--- src/rtl/ram_arbiter.sv ---
// ram_arbiter: shares one single-port synchronous RAM between two requesters.
// Requester A is the boot loader, requester B is the core/scan path.
// Each access is IDLE -> ACCESS (one-cycle strobe + grant) -> READ (reads only)
// -> IDLE, with round-robin arbitration performed only in IDLE.
// Optional feature: define RAM_ARB_BOOT_LOCK_EN to make B ineligible while
// boot=1 is seen at the arbitration edge; otherwise boot is ignored.
module ram_arbiter #(
    parameter int ADDR_W = 8,
    parameter int DATA_W = 8
) (
    input  logic              clk,
    input  logic              rst_n,
    input  logic              boot,
    // requester A (boot loader)
    input  logic              a_req,
    input  logic              a_rw,
    input  logic [ADDR_W-1:0] a_adr,
    input  logic [DATA_W-1:0] a_wdata,
    output logic              a_gnt,
    output logic              a_valid,
    output logic [DATA_W-1:0] a_rdata,
    // requester B (core/scan)
    input  logic              b_req,
    input  logic              b_rw,
    input  logic [ADDR_W-1:0] b_adr,
    input  logic [DATA_W-1:0] b_wdata,
    output logic              b_gnt,
    output logic              b_valid,
    output logic [DATA_W-1:0] b_rdata,
    // RAM side
    output logic              ram_enable,
    output logic              ram_rw,
    output logic [ADDR_W-1:0] ram_adr,
    output logic [DATA_W-1:0] ram_in,
    input  logic [DATA_W-1:0] ram_out
);

    typedef enum logic [1:0] {
        IDLE   = 2'd0,
        ACCESS = 2'd1,
        READ   = 2'd2
    } state_t;

    state_t              state_q, state_d;
    logic                prio_a_q, prio_a_d;    // 1: A wins a simultaneous request
    logic                win_b_q, win_b_d;      // owner of the access in flight
    logic                a_gnt_q, a_gnt_d;
    logic                b_gnt_q, b_gnt_d;
    logic                a_valid_q, a_valid_d;
    logic                b_valid_q, b_valid_d;
    logic [DATA_W-1:0]   a_rdata_q, a_rdata_d;
    logic [DATA_W-1:0]   b_rdata_q, b_rdata_d;
    logic                ram_enable_q, ram_enable_d;
    // The RAM command registers double as the latched winner command:
    // loaded when leaving IDLE, held otherwise.
    logic                ram_rw_q, ram_rw_d;
    logic [ADDR_W-1:0]   ram_adr_q, ram_adr_d;
    logic [DATA_W-1:0]   ram_in_q, ram_in_d;

    logic                b_eligible;
    logic                grant_a;
    logic                grant_b;

`ifndef RAM_ARB_BOOT_LOCK_EN
    // boot has no function in this build
    logic unused_boot;
    assign unused_boot = boot;
`endif

    // Decide which requester would win if the arbiter sampled this cycle
    always_comb begin
`ifdef RAM_ARB_BOOT_LOCK_EN
        b_eligible = b_req & ~boot;
`else
        b_eligible = b_req;
`endif
        grant_a = a_req & (~b_eligible | prio_a_q);
        grant_b = b_eligible & (~a_req | ~prio_a_q);
    end

    // Next-state and registered-output computation for the access sequencer
    always_comb begin
        state_d      = state_q;
        prio_a_d     = prio_a_q;
        win_b_d      = win_b_q;
        a_gnt_d      = 1'b0;
        b_gnt_d      = 1'b0;
        a_valid_d    = 1'b0;
        b_valid_d    = 1'b0;
        a_rdata_d    = a_rdata_q;
        b_rdata_d    = b_rdata_q;
        ram_enable_d = 1'b0;
        ram_rw_d     = ram_rw_q;
        ram_adr_d    = ram_adr_q;
        ram_in_d     = ram_in_q;

        case (state_q)
            IDLE: begin
                if (grant_a || grant_b) begin
                    state_d      = ACCESS;
                    win_b_d      = grant_b;
                    // the port just served loses the next tie
                    prio_a_d     = grant_b;
                    a_gnt_d      = grant_a;
                    b_gnt_d      = grant_b;
                    ram_enable_d = 1'b1;
                    if (grant_b) begin
                        ram_rw_d  = b_rw;
                        ram_adr_d = b_adr;
                        ram_in_d  = b_wdata;
                    end else begin
                        ram_rw_d  = a_rw;
                        ram_adr_d = a_adr;
                        ram_in_d  = a_wdata;
                    end
                end
            end

            ACCESS: begin
                // strobe is live this cycle; reads need one more cycle for ram_out
                state_d = ram_rw_q ? IDLE : READ;
            end

            READ: begin
                state_d = IDLE;
                if (win_b_q) begin
                    b_rdata_d = ram_out;
                    b_valid_d = 1'b1;
                end else begin
                    a_rdata_d = ram_out;
                    a_valid_d = 1'b1;
                end
            end

            default: begin
                state_d = IDLE;
            end
        endcase
    end

    // State and output registers; reset abandons any access in flight
    always_ff @(posedge clk or negedge rst_n) begin
        if (!rst_n) begin
            state_q      <= IDLE;
            prio_a_q     <= 1'b1;
            win_b_q      <= 1'b0;
            a_gnt_q      <= 1'b0;
            b_gnt_q      <= 1'b0;
            a_valid_q    <= 1'b0;
            b_valid_q    <= 1'b0;
            a_rdata_q    <= '0;
            b_rdata_q    <= '0;
            ram_enable_q <= 1'b0;
            ram_rw_q     <= 1'b0;
            ram_adr_q    <= '0;
            ram_in_q     <= '0;
        end else begin
            state_q      <= state_d;
            prio_a_q     <= prio_a_d;
            win_b_q      <= win_b_d;
            a_gnt_q      <= a_gnt_d;
            b_gnt_q      <= b_gnt_d;
            a_valid_q    <= a_valid_d;
            b_valid_q    <= b_valid_d;
            a_rdata_q    <= a_rdata_d;
            b_rdata_q    <= b_rdata_d;
            ram_enable_q <= ram_enable_d;
            ram_rw_q     <= ram_rw_d;
            ram_adr_q    <= ram_adr_d;
            ram_in_q     <= ram_in_d;
        end
    end

    assign a_gnt      = a_gnt_q;
    assign b_gnt      = b_gnt_q;
    assign a_valid    = a_valid_q;
    assign b_valid    = b_valid_q;
    assign a_rdata    = a_rdata_q;
    assign b_rdata    = b_rdata_q;
    assign ram_enable = ram_enable_q;
    assign ram_rw     = ram_rw_q;
    assign ram_adr    = ram_adr_q;
    assign ram_in     = ram_in_q;

endmodule

--- config.mk ---
export PLATFORM = sky130hd
export DESIGN_NAME = ram_arbiter
export DESIGN_NICKNAME = d
export VERILOG_FILES = /design/src/rtl/ram_arbiter.sv
export SDC_FILE = /design/constraint.sdc
export NUM_CORES = 1
export LEC_CHECK = 0
export CORE_MARGIN = 1.5
export CORE_UTILIZATION = 44
export DETAILED_ROUTE_END_ITERATION = 6
export PLACE_DENSITY = 0.82
export SYNTH_ARGS = -nofsm -noshare
export SYNTH_HDL_FRONTEND = slang
export SYNTH_SLANG_ARGS = --single-unit
--- constraint.sdc ---
create_clock -name clk -period 3.8 [get_ports clk]
set_input_delay 0.38 -clock clk [delete_from_list [all_inputs] [get_ports clk]]
set_output_delay 0.38 -clock clk [all_outputs]
set_load 0.01 [all_outputs]
==> impl_summary.txt <==
----------------------------------------------------
[Clock network]
  # clock sinks ... 42
  Total clock buffers created by CTS ... 5
  Clock transition at the registers of the reported paths ... 80 ps
  Number of buffers between clock root and the deepest sink ... 2
  CTS-repair resized insts ... 0
  Number of H-tree levels ... 2
  Post-CTS setup buffers ... 0
  Worst-Skew Late Latency ... 290 ps
  Cell at the root of the clock tree ... sky130_fd_sc_hd__clkbuf_8
  CTS tree ... done
  Hold bufs inserted after CTS ... 0

[Floorplanning]
  FP Rows ... 23
  Initial core utilization ... 45.7%
  Area inside the core boundary ... 4000 um2
  Total Die Area ... 4550 um2
  Die Ht ... 67.5 um
  I/O pins ... 85
  Horizontal die dimension ... 67.5 um

[Setup path]
  Peak fanout along the critical path ... 18
  Setup slack of the worst register-to-register path ... 1780 ps
  Data arrival time at the worst-slack endpoint ... 2300 ps
  Crit Path Category ... input pin to register
  Category of the worst setup path launch point ... input pin
  Required arrival time at the worst endpoint ... 3980 ps
  Capturing element type of the critical path ... register

[Timing]
  Portion of the clock cycle consumed by the worst path in the final layout ... 55.9%
  Finish-stage setup viols ... 0
  Pin slew with the least headroom to its limit ... 929 ps
  Post-layout minimum cycle time ... 2120 ps
  Post-route clock skew ... 4.06 ps
  Count of endpoints failing hold in the final timing report ... 0
  Highest clock frequency the design can meet ... 471 MHz
  Unrepaired setup endpoints after global routing ... false
  Slew Limit Headroom ... 38.1%
  Total Neg Setup Slack ... 0 ps
  Number of slew-limit violations in the final report ... 0

[Placement]
  Global placement routability congestion ... 0.729
  Quantity of I/O buffers inserted on ports ... 83
  Total instance count after detailed placement ... 240
  HPWL Detailed ... 2880 um

[Drt]
  Top layer in use ... met4
  Residual antenna-violating net count after detailed routing ... 0
  Sum of met3 wire segment lengths after detailed routing ... 423 um
  Via total after detailed routing ... 1,233
  Detailed-router iteration count before antenna repair ... 4
  Wire length on met1 ... 1500 um
  Drc violations ... 0
  Routed Wire Length ... 3730 um
  WL/cell ... 15.0 um
  DRC marker count from the first detailed-route iteration ... 20
  Vias per inst ... 4.97
  Met2 routed WL ... 1750 um

[Layout]
  Area Overhead vs Synth ... 51.4%
  Area of all sequential standard cells ... 1050 um2
  Combined area of the multi-input logic cells ... 724 um2
  Share of layout cells above drive strength 1 ... 30.8%
  Most frequent standard cell in the layout excluding fill and tap cells ... sky130_fd_sc_hd__clkdlybuf4s50_1
  Number of nets at the end of the flow ... 244
  Layout filler cell count ... 284
  Final non-filler cell total ... 248
  Most used cells in the layout excluding fill and tap cells ... 82 x sky130_fd_sc_hd__clkdlybuf4s50_1, 41 x sky130_fd_sc_hd__dfrtp_1, 32 x sky130_fd_sc_hd__mux2_2
  Antenna fix cells ... 0

[Synthesis]
  Net count after synthesis ... 159
  Yosys synthesis warning count ... 0
  Number of storage elements in the synthesis netlist ... 42
  Most area-consuming cells after synthesis ... sky130_fd_sc_hd__dfrtp_1 56%, sky130_fd_sc_hd__mux2_2 20%, sky130_fd_sc_hd__mux2_4 15%
  Count of different cell masters after synthesis ... 20
  Cell area after technology mapping ... 1830 um2
  Register area share after synthesis ... 57.6%
  Synth area leader ... sky130_fd_sc_hd__dfrtp_1
  Number of instances in the synthesized netlist ... 112
  Syn Area/Cell ... 16.3 um2
  Proportion of netlist area held by the largest area contributor ... 56.1%

[GRT]
  GRT Overall Usage ... 17.9%
  First-pass GRT wire length ... 5920 um
  Number of global-route vias before repair ... 1,305
  Grt total ovfl ... 0
  Largest net degree at the start of global routing ... 43
  Initial antenna violation count ... 0

[Run status]
  Outcome ... completed

[Power]
  Logic gate share of total power ... 48.3%
  Switching power total ... 0.000631 W
  Clk network pwr share ... 13.9%
  Power per standard cell area ... 763 nW/um2
  Leakage dissipation ... 1.20 nW
  Cell-internal power ... 0.00148 W
  Worst voltage drop across the vdd grid ... 0.000360 V
  Fraction of power spent switching nets ... 29.9%
  Sequential group share of total power ... 37.9%

[Run]
  MaxCap Viol Count ... 0

[Hold path]
  Class of the worst hold path ... input pin to async pin

----------------------------------------------------
-- through the flow --
step	hold slack [ps]	instance area, um2	utilization [%]	setup WS (ps)	power [W]
6_report	219	2770	69.2	1680	0.00211
5_1_grt	295	2770	69.2	1610	0.00224
4_1_cts	245	2760	69.1	1660	0.00214
3_5_place_dp	465	2670	66.7	1350	0.00184
3_3_place_gp	450	2670	66.7	1400	0.00179
2_1_floorplan	84.4	1830	-	2240	0.00131
-- cell families (layout without fill, tap and decap cells) --
family                 after synthesis  count (layout)  synth area share [%]
AND/OR/NAND/NOR                      7               7                  2.46
flip-flops                          42              42                  57.6
buffers and inverters                7              93                  3.08
AO/OA/AOI/OAI                        6               6                  2.40
multiplexers                        50              50                  34.5
-- registers in the layout, summed over array words and instances (netlist names) --
| name | count |
|---|---|
| ram_enable | 1 |
| b_valid | 1 |
| b_gnt | 1 |
| prio_a_q | 1 |
| a_gnt | 1 |
| ram_adr | 8 |
| a_rdata | 8 |
| state_q | 2 |
| b_rdata | 8 |
| ram_rw | 1 |
| ram_in | 8 |
| a_valid | 1 |
| win_b_q | 1 |
-- synth_stat cells (all sizes together) --
cell    number
o21a         2
mux2        50
a21oi        1
a21bo        1
and3         1
nor3b        2
nor2         1
inv          2
dfrtp       41
dfstp        1
or2b         1
nand3b       1
o21bai       1
buf          5
a31oi        1
nor3         1
-- worst paths after layout --
kind	start	to	cells past startpoint
max in group asynchronous	rst_n	b_rdata[6]	1
min in group clk	ram_rw	state_q[1]	1
hold / removal	rst_n	a_gnt	1
hold reg to reg	ram_rw	state_q[1]	1
setup / recovery	a_req	ram_in[4]	4
setup reg to reg	state_q[0]	ram_adr[0]	3
-- final cells by class --
class / count / area share, %
Multi-Input combinational cell: 63 / 26.2
Inverter: 2 / 0.271
Sequential cell: 42 / 38.0
Clock buffer: 6 / 2.98
Clock inverter: 2 / 0.452
Timing Repair Buffer: 83 / 29.8
Tap cell: 50 / 2.26
-- per-layer routing --
layer	track usage, %	vias up
met5	0	-
met4	7.65	0
met3	7.00	7
met2	29.8	72
met1	20.5	590
li1	-	564
-- power groups by stage --
stage | registers [W] | clock network, W | logic [W]
CTS | 0.000802 | 0.000301 | 0.00103
finish | 0.000800 | 0.000293 | 0.00102
floorplan | 0.000882 | 0 | 0.000431
global route | 0.000828 | 0.000323 | 0.00109
global placement | 0.000787 | 0 | 0.00101
detailed placement | 0.000808 | 0 | 0.00103
-- worst max-delay path, stage by stage --
cell	delay (ps)
sky130_fd_sc_hd__clkdlybuf4s50_1	550
sky130_fd_sc_hd__a21bo_1	670
sky130_fd_sc_hd__mux2_2	420
sky130_fd_sc_hd__mux2_2	270
Power figures use the tool's default switching activity.
